File: src/rtl/uart_tx_stream.sv
// Byte-stream 8N1/8N2 UART transmitter with a one-entry holding register in
// front of the shifter, so back-to-back frames go out with no idle gap.
module uart_tx_stream #(
    parameter int CLKS_PER_BIT = 868,
    parameter int STOP_BITS    = 1
) (
    input  logic       clk,
    input  logic       rst,
    input  logic [7:0] data_i,
    input  logic       valid_in,
    output logic       ready_in,
    output logic       tx,
    output logic       busy
);

    localparam int CW = $clog2(CLKS_PER_BIT * STOP_BITS);
    localparam logic [CW-1:0] BIT_LAST  = CW'(CLKS_PER_BIT - 1);
    localparam logic [CW-1:0] STOP_LAST = CW'(CLKS_PER_BIT * STOP_BITS - 1);

    typedef enum logic [1:0] {IDLE, START, DATA, STOP} state_t;

    state_t        state, state_nx;
    logic [7:0]    hold_data;
    logic          hold_v, hold_v_nx;
    logic [7:0]    shift, shift_nx;
    logic [CW-1:0] baud_cnt, baud_cnt_nx;
    logic [2:0]    bit_idx, bit_idx_nx;
    logic          tx_nx;
    logic          load;
    logic          take;

    assign take     = valid_in & ~hold_v;
    assign ready_in = ~hold_v;
    assign busy     = (state != IDLE) | hold_v;

    always_ff @(posedge clk or posedge rst) begin
        if (rst) begin
            state     <= IDLE;
            hold_data <= '0;
            hold_v    <= 1'b0;
            shift     <= '0;
            baud_cnt  <= '0;
            bit_idx   <= '0;
            tx        <= 1'b1;
        end else begin
            state    <= state_nx;
            hold_v   <= hold_v_nx;
            shift    <= shift_nx;
            baud_cnt <= baud_cnt_nx;
            bit_idx  <= bit_idx_nx;
            tx       <= tx_nx;
            if (take)
                hold_data <= data_i;
        end
    end

    always_comb begin
        state_nx    = state;
        shift_nx    = shift;
        baud_cnt_nx = baud_cnt;
        bit_idx_nx  = bit_idx;
        load        = 1'b0;

        case (state)
            IDLE: begin
                if (hold_v)
                    load = 1'b1;
            end
            START: begin
                if (baud_cnt == BIT_LAST) begin
                    baud_cnt_nx = '0;
                    bit_idx_nx  = '0;
                    state_nx    = DATA;
                end else begin
                    baud_cnt_nx = baud_cnt + 1'b1;
                end
            end
            DATA: begin
                if (baud_cnt == BIT_LAST) begin
                    baud_cnt_nx = '0;
                    shift_nx    = {1'b0, shift[7:1]};
                    bit_idx_nx  = bit_idx + 1'b1;
                    if (bit_idx == 3'd7)
                        state_nx = STOP;
                end else begin
                    baud_cnt_nx = baud_cnt + 1'b1;
                end
            end
            STOP: begin
                if (baud_cnt == STOP_LAST) begin
                    baud_cnt_nx = '0;
                    if (hold_v)
                        load = 1'b1;
                    else
                        state_nx = IDLE;
                end else begin
                    baud_cnt_nx = baud_cnt + 1'b1;
                end
            end
            default: state_nx = IDLE;
        endcase

        // Loading from IDLE or the last stop cycle both start a fresh frame.
        if (load) begin
            shift_nx    = hold_data;
            baud_cnt_nx = '0;
            state_nx    = START;
        end

        hold_v_nx = hold_v;
        if (load)
            hold_v_nx = 1'b0;
        else if (take)
            hold_v_nx = 1'b1;

        // tx is registered from the next state so it lines up with that state.
        case (state_nx)
            START:   tx_nx = 1'b0;
            DATA:    tx_nx = shift_nx[0];
            default: tx_nx = 1'b1;
        endcase
    end

endmodule

File: config.mk
export PLATFORM = sky130hd
export DESIGN_NAME = uart_tx_stream
export DESIGN_NICKNAME = d
export VERILOG_FILES = /design/src/rtl/uart_tx_stream.sv
export SDC_FILE = /design/constraint.sdc
export NUM_CORES = 1
export LEC_CHECK = 0
export BUFFER_PORTS_ARGS = -buffer_cell sky130_fd_sc_hd__buf_2
export CAP_MARGIN = 40
export CORE_UTILIZATION = 45
export DETAILED_ROUTE_END_ITERATION = 10
export PLACE_DENSITY = 0.61
export SLEW_MARGIN = 10
export SYNTH_ARGS = -nofsm -noshare
export SYNTH_HDL_FRONTEND = slang
export SYNTH_SLANG_ARGS = --single-unit
File: constraint.sdc
create_clock -name clk -period 2.4 [get_ports clk]
set_input_delay 0.48 -clock clk [delete_from_list [all_inputs] [get_ports clk]]
set_output_delay 0.48 -clock clk [all_outputs]
set_load 0.01 [all_outputs]
# After elaboration in Yosys (flattened, before gate mapping)
# Cells that the tools add are included.
# totals
wordCells	54
input_bits	11
out_inout_bits	3
reg_bits	33
# op_classes
n_mux	22
n_bitwise	3
n_addsub	2
reduce_logical	10
n_eq_ne	9
# ops
op	n
10-bit 2-to-1 mux	3
8-bit 2-to-1 mux	3
2-bit 2-to-1 mux	6
2-bit nonzero test	6
10-bit by 1-bit adder with 10-bit output (second input constant)	1
10-bit equality test (second input constant)	1
2-bit equality test (second input constant)	3
3-bit 2-to-1 mux	2
2-bit case mux with 3 select lines	1
3-bit case mux with 2 select lines	1
2-bit by 1-bit equality test with 1-bit output (second input constant)	2
1-bit 2-to-1 mux	4
2-bit != test (second input constant)	2
1-bit case mux with 2 select lines	2
3-bit by 1-bit adder with 3-bit output (second input constant)	1
3-bit equality test (second input constant)	1
3-bit AND reduction	1
3-bit OR reduction	1
2-bit zero test	1
2-bit AND reduction	1
1-bit AND	1
1-bit NOT	1
1-bit OR	1

# Logic depth before layout (Yosys ltp)
# Gate-level depths: netlist of the first run.
# logic_depth
depth_word	7
depth_mapped	8
depth_no_buf	7

# Worst setup path before layout of the first run
# Ideal clock, no wire load.
# synth_timing
path_type	flip-flop to flip-flop
start	register state[0]
end	register tx
required_time_ns	2.323
arrival_time_ns	1.762
stages_incl_launch_ff	9
slack_ns	0.562
synth_period_minus_slack_ns	1.838
n_path_buf	1
setup_time_ns	0.077
cell_sequence	dfrtp_1 > inv_1 > ha_1 > clkbuf_1 > o41ai_1 > a31oi_1 > a221oi_1 > and3_1 > nor3_2
# synth_between
elab_chain_len	6
word_cells_on_any_way	17
cone_classes	eq/ne: 5; mux: 11; reduce/logical: 1
# synth_lines
element	line	source
from (decl)	22	state_t state, state_nx;
from (signal assigned)	46	state <= state_nx;
2-bit 2-to-1 mux, on equally long branches	92, 83	
2-bit 2-to-1 mux, on equally long branches	90, 79	
2-bit case mux with 3 select lines	64	case (state)
2-bit 2-to-1 mux	104	if (load) begin
2-bit equality test / 2-bit by 1-bit equality test with 1-bit output (equally long branches)	117	case (state_nx)
1-bit case mux with 2 select lines (*)	117	
net tx_nx	28	logic tx_nx;
to (signal assigned)	51	tx <= tx_nx;
to (decl)	12	output logic tx,
# The timed path passes the listed nets; every way through them passes the cells marked *. The select of a mux whose other input is x is not followed.
# A chain may end at the register's enable or synchronous reset.

# Worst setup path after layout of the first run
# Same ends and word-level chain as after synthesis.

==> results of run 1 <==
-- area by class of cell --
type / count / area, sq um / share of cell area
tap: 48 / 60.1 / 0.0311
sequential: 33 / 827 / 0.428
clock inverter: 1 / 5.00 / 0.00259
inverter: 5 / 18.8 / 0.00971
timing repair buffer: 18 / 103 / 0.0531
clock buffer: 7 / 96.3 / 0.0498
multi-input combinational: 116 / 823 / 0.426
-- state kept, by name (all words and copies together), names as in the netlist --
| register | cells |
|---|---|
| baud_cnt | 10 |
| hold_data | 8 |
| shift | 8 |
| bit_idx | 3 |
| state | 2 |
| hold_v | 1 |
| tx | 1 |
-- worst max-delay path: cells and delay by family (launching register included) --
kind                     cells  cell delay [ns]
AO/OA/AOI/OAI                3             0.91
adder cells (fa/ha/maj)      1             0.31
AND/OR/NAND/NOR              2             0.29
buffers and inverters        1             0.10
flip-flops                   1             0.42
-- logic make-up (layout without fill, tap and decap cells) --
kind of cell	after synthesis	in the layout	share of synthesized area
AO/OA/AOI/OAI	37	37	0.135
AND/OR/NAND/NOR	55	55	0.189
multiplexers	15	15	0.0937
adder cells (fa/ha/maj)	8	8	0.0586
XOR/XNOR	1	1	0.00513
buffers and inverters	13	31	0.0344
flip-flops	33	33	0.484
-- cells in the final DEF (no fill, tap or decap) --
master	n
and3_1	5
nand4_2	1
a221oi_1	1
nor3b_2	1
and4bb_4	1
nand4_1	1
nor3_2	2
inv_1	5
nor4b_1	1
mux2_2	8
nand3b_1	1
clkbuf_8	7
o41ai_1	1
or4_1	2
a41oi_1	2
a311oi_1	1
buf_4	5
dfstp_2	1
dfrtp_1	32
and4_4	1
a211o_1	2
mux2i_1	7
o32a_1	1
a32o_1	2
clkinv_2	1
a22oi_1	1
o21ai_0	14
and3_2	1
nor2_1	9
xnor2_1	1
a31oi_1	2
nor3b_1	1
and2_1	3
nand3_1	2
or3_1	4
a21oi_1	10
nand2_1	16
ha_1	8
buf_2	13
nor2b_1	3
-- routing by layer --
layer  global-route usage  up-vias  wire (um)
li1                     -      619          -
met1                0.216      605       1440
met2                0.316       19       1600
met3               0.0435       10         83
met4                0.102        0         77
met5                    0        -          0
-- where the power goes --
group | total, mW | switching, mW | internal, mW
clock network | 0.451 | 0.192 | 0.259
logic | 0.813 | 0.431 | 0.382
registers | 0.933 | 0.155 | 0.778
-- final timing paths --
kind / from / end / slack, ns
max: state[0]$_DFF_PP0_ / tx$_DFF_PP1_ / 0.30
min: rst / shift[6]$_DFFE_PP0P_ / 0.28
max reg2reg: state[0]$_DFF_PP0_ / tx$_DFF_PP1_ / 0.30
min reg2reg: hold_data[7]$_DFFE_PP0P_ / shift[7]$_DFFE_PP0P_ / 0.47
max in group asynchronous: rst / tx$_DFF_PP1_ / 1.79
min in group clk: valid_in / hold_v$_DFFE_PP0P_ / 0.42
-- stage by stage --
step	power [mW]	worst slack, ns	util	cells
floorplan	1.54	0.562	-	162
global placement	1.72	0.457	0.500	220
detailed placement	1.77	0.309	0.500	220
CTS	2.23	0.280	0.528	228
global route	2.37	0.184	0.528	228
finish	2.20	0.299	0.528	228
==> metrics.md, run 1 <==
| Metric | Value |
|---|---|
| Root buffer cell | clkbuf_8 |
| Clk_lat worst skew | 0.28 ns |
| Syn_nets | 181 |
| Area after DPL | 0.00183 sq mm |
| Clk_skew | 0.00535 ns |
| Post-synth top area cell | dfrtp_1 |
| Drt drc | 0 |
| First-pass GRT wire length | 5770 um |
| Top post-synthesis cells by count | dfrtp_1, nand2_1, o21ai_0, a21oi_1, nor2_1 |
| Pins over their slew limit | 0 |
| Slew @ Worst Pin | 0.680 ns |
| Crit share post-route | 0.875 |
| First DRT Iteration DRCs | 47 |
| Starting Density | 0.467 |
| Hold Violations, Final | 0 |
| Core box area | 0.00366 sq mm |
| Die X | 63.6 um |
| Post-route ant nets | 0 |
| Gr usage total | 0.187 |
| Setup Fix Bufs, Post-CTS | 0 |
| Clk sinks | 33 |
| # resized after CTS | 0 |
| Layout cells sized above 1 | 0.233 |
| Routed vias | 1253 |
| Top-area cell type share of the netlist area | 0.469 |
| DIE AREA | 0.00405 sq mm |
| Most common cell in the netlist | dfrtp_1 |
| Reg2reg path depth | 7 |
| Dominant synthesized flop cell | dfrtp_1 |
| Fmax | 476 MHz |
| Vias per cell | 5.50 |
| CTS Buf Count | 5 |
| Largest net degree at the start of global routing | 34 |
| HPWL after DPL | 2350 um |
| Yosys reg bits | 33 |
| CTS tree | built |
| Die Span Y | 63.6 um |
| Crit Path Class | flop to flop |
| Critical Path, Cell by Cell | inv_1 > ha_1 > o41ai_1 > a31oi_1 > a221oi_1 > and3_1 > nor3_2 |
| Tmin final | 2.10 ns |
| Critical-path maximum fanout | 8 |
| Clk slew on worst S/H paths | 0.07 ns |
| Filler instances | 345 |
| # port buffers | 13 |
| Detailed-route wire length per cell | 14.0 um |
| FFs w/ async S/R, synth | 1.00 |
| Synthesized area | 0.00171 sq mm |
| Area delta synth->final | 13.1% |
| Yosys warns | 0 |
| Nets | 198 |
| H-tree levels | 2 |
| Routed WL | 3200 um |
| Seq/Total Area, Yosys | 0.484 |
| CP Capture Type | flop |
| Maxcap violations | 0 |
| Num rows | 22 |
| Endpoints failing setup | 0 |
| IO Count | 14 |
| Vias in the first global route | 1302 |
| Critical path required time | 2.61 ns |
| Leakage | 0.931 nW |
| Post-Syn Area per Cell | 10.6 sq um |
| RSZ-0062 raised after global routing | no |
| Rel. slew slack | 0.546 |
| Crit start category | flop |
| Routability cong. | 0.818 |
| Post-synth EDFFs | 0 |
| Slowest cell on crit path | o41ai_1 |
| DR pass1 iterations | 4 |
| # diodes | 0 |
| CTS Buffer Depth | 2 |
| Initial antenna violation count | 0 |
| Cell area after layout | 0.00193 sq mm |
| Cells after synthesis | 162 |
| Delay of the slowest critical-path stage | 0.45 ns |
| Cts hold-fix bufs | 0 |
| VDD IR-drop max | 0.676 mV |
| HP Class | input port to asynchronous set/reset pin |
| Largest cells by area after synthesis | dfrtp_1, ha_1, mux2_2 |
| Overflow after GRT | 0 |
| Status | finished, final reports clean |
| Cell variety after synth | 39 |
| Worst hold slack | 0.277 ns |
| Final setup TNS | 0 ns |
| Pwr dens | 1140 mW/mm^2 |
| Worst path arrival time | 2.31 ns |
Power figures use the tool's default switching activity.
==> inputs of run 2 (changes only) <==
==> constraint.sdc (replaced) <==
create_clock -name clk -period 2.64 [get_ports clk]
set_input_delay 0.528 -clock clk [delete_from_list [all_inputs] [get_ports clk]]
set_output_delay 0.528 -clock clk [all_outputs]
set_load 0.01 [all_outputs]
==> run 2 against run 1 <==
Sequential share of layout area down 0.083 points. Combinational power down 11%. Count of clock-buffer cells in the layout down 1. Worst hold slack better by 0.040 ns. Critical path depth unchanged. Setup slack better by 0.075 ns. Die area unchanged.
==> metrics.md, run 2 (same netlist as run 1, synthesis figures left out) <==
| Metric | Value |
|---|---|
| Status | finished, final reports clean |
| Core box area | 0.00366 sq mm |
| Worst Setup SP | state[1]$_DFF_PP0_ |
| First DRT Iteration DRCs | 93 |
| Delay of the slowest critical-path stage | 0.52 ns |
| Worst R2R End | tx$_DFF_PP1_ |
| Critical Path, Cell by Cell | inv_1 > ha_1 > inv_1 > and3_1 > a221oi_1 > and3_1 > nor3_2 |
| # diodes | 0 |
| Nets | 196 |
| Routed WL | 3190 um |
| Rel. slew slack | 0.535 |
| CP endpoint | tx$_DFF_PP1_ |
| Layout cells sized above 1 | 0.225 |
| CP Capture Type | flop |
| R2R setup slack | 0.37 ns |
| VDD IR-drop max | 0.510 mV |
| # port buffers | 13 |
| H-tree levels | 2 |
| Starting Density | 0.467 |
| Area delta synth->final | 13.3% |
| Vias in the first global route | 1264 |
| Clk slew on worst S/H paths | 0.07 ns |
| Fmax | 441 MHz |
| Worst hold slack | 0.317 ns |
| Cts hold-fix bufs | 0 |
| Clk sinks | 33 |
| Critical-path maximum fanout | 18 |
| # resized after CTS | 0 |
| Largest register by flop count | baud_cnt |
| Endpoints failing setup | 0 |
| DR pass1 iterations | 4 |
| Gr usage total | 0.185 |
| Reg2reg path depth | 7 |
| Commonest non-fill, non-tap cell in the layout | dfrtp_1 |
| Crit Path Class | flop to flop |
| Slew @ Worst Pin | 0.696 ns |
| Root buffer cell | clkbuf_8 |
| Routability cong. | 0.849 |
| CTS Buffer Depth | 2 |
| Post-route ant nets | 0 |
| Largest net degree at the start of global routing | 34 |
| Family with the most delay on the worst path | simple AND/OR/NAND/NOR gates |
| RSZ-0062 raised after global routing | no |
| Die X | 63.6 um |
| Critical path depth | 7 |
| Setup Fix Bufs, Post-CTS | 0 |
| Power Total | 2.07 mW |
| Max reg flops | 10 |
| Crit share post-route | 0.858 |
| Leakage | 0.925 nW |
| Worst path arrival time | 2.48 ns |
| Most frequent cells in the layout | dfrtp_1, nand2_1, o21ai_0, buf_2, a21oi_1 |
| Num rows | 22 |
| HP Class | input port to asynchronous set/reset pin |
| HPWL after DPL | 2260 um |
| Clk_lat worst skew | 0.28 ns |
| Worst r2r src | state[1]$_DFF_PP0_ |
| Initial antenna violation count | 0 |
| Clk_skew | 0.00501 ns |
| Final setup TNS | 0 ns |
| Tmin final | 2.27 ns |
| Maxcap violations | 0 |
| CTS tree | built |
| Detailed-route wire length per cell | 14.1 um |
| IO Count | 14 |
| Routed vias | 1280 |
| Slowest cell on crit path | ha_1 |
| Pwr dens | 1070 mW/mm^2 |
| Drt drc | 0 |
| Crit start category | flop |
| Vias per cell | 5.66 |
| Die Span Y | 63.6 um |
| Critical path required time | 2.86 ns |
| DIE AREA | 0.00405 sq mm |
| WP buf/inv | 2 |
| First-pass GRT wire length | 5680 um |
| Post-Layout Cell Count | 226 |
| CTS Buf Count | 5 |
| Post-Place Cells | 218 |
| Pins over their slew limit | 0 |
| Overflow after GRT | 0 |
| Hold Violations, Final | 0 |
| Largest regs | baud_cnt x10, hold_data x8, shift x8 |
## run 2: area by class of cell
type | instances | area, sq um
fill | 334 | 1720
sequential | 33 | 827
multi-input combinational | 116 | 823
timing repair buffer | 16 | 87.6
clock buffer | 6 | 82.6
tap | 48 | 60.1
clock inverter | 2 | 37.5
inverter | 5 | 18.8
## run 2: worst min path at each step
stage	startpoint	end	slack, ns	cells after the start
floorplan	hold_data[7]$_DFFE_PP0P_	shift[7]$_DFFE_PP0P_	0.43	2
global placement	hold_data[7]$_DFFE_PP0P_	shift[7]$_DFFE_PP0P_	0.45	2
detailed placement	hold_data[7]$_DFFE_PP0P_	shift[7]$_DFFE_PP0P_	0.45	2
CTS	rst	shift[5]$_DFFE_PP0P_	0.33	3
global route	rst	shift[5]$_DFFE_PP0P_	0.39	3
finish	rst	shift[5]$_DFFE_PP0P_	0.32	3
## run 2: stage by stage
step                utilization  instance area (sq um)  setup WS [ns]
global route              0.529                   1940          0.140
detailed placement        0.496                   1820          0.397
global placement          0.496                   1820          0.517
floorplan                     -                   1710          0.802
CTS                       0.529                   1940          0.378
finish                    0.529                   1940          0.375
## run 2: per-layer routing
metal / up-vias / track usage / share of wire
met1: 634 / 0.207 / 0.44
met5: - / 0 / 0
li1: 617 / - / -
met3: 7 / 0.0489 / 0.033
met4: 0 / 0.0795 / 0.020
met2: 22 / 0.326 / 0.50
## run 2: worst reg2reg max path: stages (launching register included)
cell and delay (ns):
dfrtp_1 0.44, inv_1 0.13, ha_1 0.52, inv_1 0.22, and3_1 0.25, a221oi_1 0.36
and3_1 0.23, nor3_2 0.05
## run 2: report_power, final
group / total [mW] / switching (mW) / internal, mW
Sequential: 0.849 / 0.143 / 0.706
Clock: 0.498 / 0.191 / 0.307
Combinational: 0.724 / 0.386 / 0.338
==> inputs of run 3 (changes only) <==
--- a/config.mk
+++ b/config.mk
@@ -10,6 +10,7 @@
 export CORE_UTILIZATION = 45
 export DETAILED_ROUTE_END_ITERATION = 10
 export PLACE_DENSITY = 0.61
+export REMOVE_ABC_BUFFERS = 1
 export SLEW_MARGIN = 10
 export SYNTH_ARGS = -nofsm -noshare
 export SYNTH_HDL_FRONTEND = slang
==> run 3 against run 2 <==
Worst hold slack better by 0.011 ns. Sequential cell count unchanged. Routed wire length up 8.6%. Largest power group unchanged. Critical path type unchanged. Largest cell class unchanged. Sequential power about the same. Sequential share of layout area up 0.67 points. Clock power down 23%.
==> metrics.md, run 3 (same netlist as run 1, synthesis figures left out) <==
| Metric | Value |
|---|---|
| Status | finished, final reports clean |
| R2R setup slack | 0.36 ns |
| Routed WL | 3470 um |
| Die Span Y | 63.6 um |
| Area delta synth->final | 11.6% |
| Max reg flops | 10 |
| H-tree levels | 2 |
| Clk_lat worst skew | 0.28 ns |
| Routed vias | 1297 |
| Drt drc | 0 |
| First DRT Iteration DRCs | 62 |
| Setup Fix Bufs, Post-CTS | 0 |
| Overflow after GRT | 0 |
| Clk sinks | 33 |
| IO Count | 14 |
| Largest regs | baud_cnt x10, hold_data x8, shift x8 |
| Rel. slew slack | 0.524 |
| Hold Violations, Final | 0 |
| HP Class | input port to asynchronous set/reset pin |
| Cts hold-fix bufs | 0 |
| WP buf/inv | 2 |
| Initial antenna violation count | 0 |
| Crit Path Class | flop to flop |
| Worst path arrival time | 2.48 ns |
| Starting Density | 0.467 |
| Critical Path, Cell by Cell | inv_1 > ha_1 > inv_1 > and3_1 > a221oi_1 > and3_1 > nor3_2 |
| CTS Buffer Depth | 2 |
| Leakage | 0.911 nW |
| Endpoints failing setup | 0 |
| Vias in the first global route | 1321 |
| Final setup TNS | 0 ns |
| Area after DPL | 0.00182 sq mm |
| CTS Buf Count | 5 |
| Tmin final | 2.28 ns |
| DR pass1 iterations | 4 |
| DIE AREA | 0.00405 sq mm |
| Clk_skew | 0.00743 ns |
| Cell area after layout | 0.00191 sq mm |
| Routability cong. | 0.810 |
| Pwr dens | 1040 mW/mm^2 |
| # resized after CTS | 0 |
| Family with the most delay on the worst path | simple AND/OR/NAND/NOR gates |
| Fmax | 439 MHz |
| Most frequent cells in the layout | dfrtp_1, nand2_1, o21ai_0, buf_2, a21oi_1 |
| Nets | 196 |
| Crit share post-route | 0.862 |
| Commonest non-fill, non-tap cell in the layout | dfrtp_1 |
| Vias per cell | 5.76 |
| Largest net degree at the start of global routing | 19 |
| Crit start category | flop |
| Gr usage total | 0.195 |
| # port buffers | 13 |
| Critical-path maximum fanout | 18 |
| CTS tree | built |
| RSZ-0062 raised after global routing | no |
| Reg2reg path depth | 7 |
| Layout cells sized above 1 | 0.220 |
| CP Capture Type | flop |
| Pins over their slew limit | 0 |
| Slowest cell on crit path | ha_1 |
| Worst r2r src | state[0]$_DFF_PP0_ |
| Die X | 63.6 um |
| Detailed-route wire length per cell | 15.4 um |
| Root buffer cell | clkbuf_8 |
| First-pass GRT wire length | 6000 um |
| Slew @ Worst Pin | 0.713 ns |
| Worst Setup SP | state[0]$_DFF_PP0_ |
| Num rows | 22 |
| Critical path required time | 2.85 ns |
| Maxcap violations | 0 |
| Largest register by flop count | baud_cnt |
| Worst R2R End | tx$_DFF_PP1_ |
| # diodes | 0 |
| Core box area | 0.00366 sq mm |
| Clk slew on worst S/H paths | 0.07 ns |
| Delay of the slowest critical-path stage | 0.52 ns |
| Post-route ant nets | 0 |
| VDD IR-drop max | 0.453 mV |
| HPWL after DPL | 2530 um |
## run 3: changes by cell type in the layout (fill, tap and decap cells not counted)
cell       delta
bufinv_16     -1
## run 3: final cells by class
class / instances / area, sq um
Fill cell: 336 / 1750
Sequential cell: 33 / 827
Multi-Input combinational cell: 116 / 823
Timing Repair Buffer: 16 / 87.6
Clock buffer: 6 / 82.6
Tap cell: 48 / 60.1
Inverter: 5 / 18.8
Clock inverter: 1 / 7.51
## run 3: worst max path at each step
stage	slack, ns	depth (start not counted)	endpoint
final	0.36	7	tx$_DFF_PP1_
after global routing	0.13	7	tx$_DFF_PP1_
after CTS	0.37	7	tx$_DFF_PP1_
after detailed placement	0.38	7	tx$_DFF_PP1_
after global placement	0.56	7	tx$_DFF_PP1_
after floorplan	0.58	5	shift[1]$_DFFE_PP0P_
## run 3: routing by layer
layer  up-vias  wire length, um  GRT usage
met5         -                0          0
met4         0               62     0.0852
met3         7              152     0.0435
met2        30             1790      0.348
li1        612                -          -
met1       648             1460      0.218
## run 3: stage by stage
stage | hold slack [ns] | setup WS [ns] | cells | total power [mW] | utilization
after CTS | 0.350 | 0.366 | 225 | 2.00 | 0.521
after global placement | 0.445 | 0.556 | 218 | 1.56 | 0.496
after global routing | 0.372 | 0.131 | 225 | 2.13 | 0.521
after detailed placement | 0.455 | 0.381 | 218 | 1.61 | 0.496
final | 0.328 | 0.365 | 225 | 1.97 | 0.521
after floorplan | 0.435 | 0.576 | 154 | 1.38 | -
## run 3: power breakdown
part,internal [mW],total [mW],switching [mW],leakage [nW]
registers,0.707,0.847,0.140,0.413
logic,0.340,0.745,0.406,0.454
clock network,0.206,0.382,0.176,0.0433
total,1.25,1.97,0.722,0.911
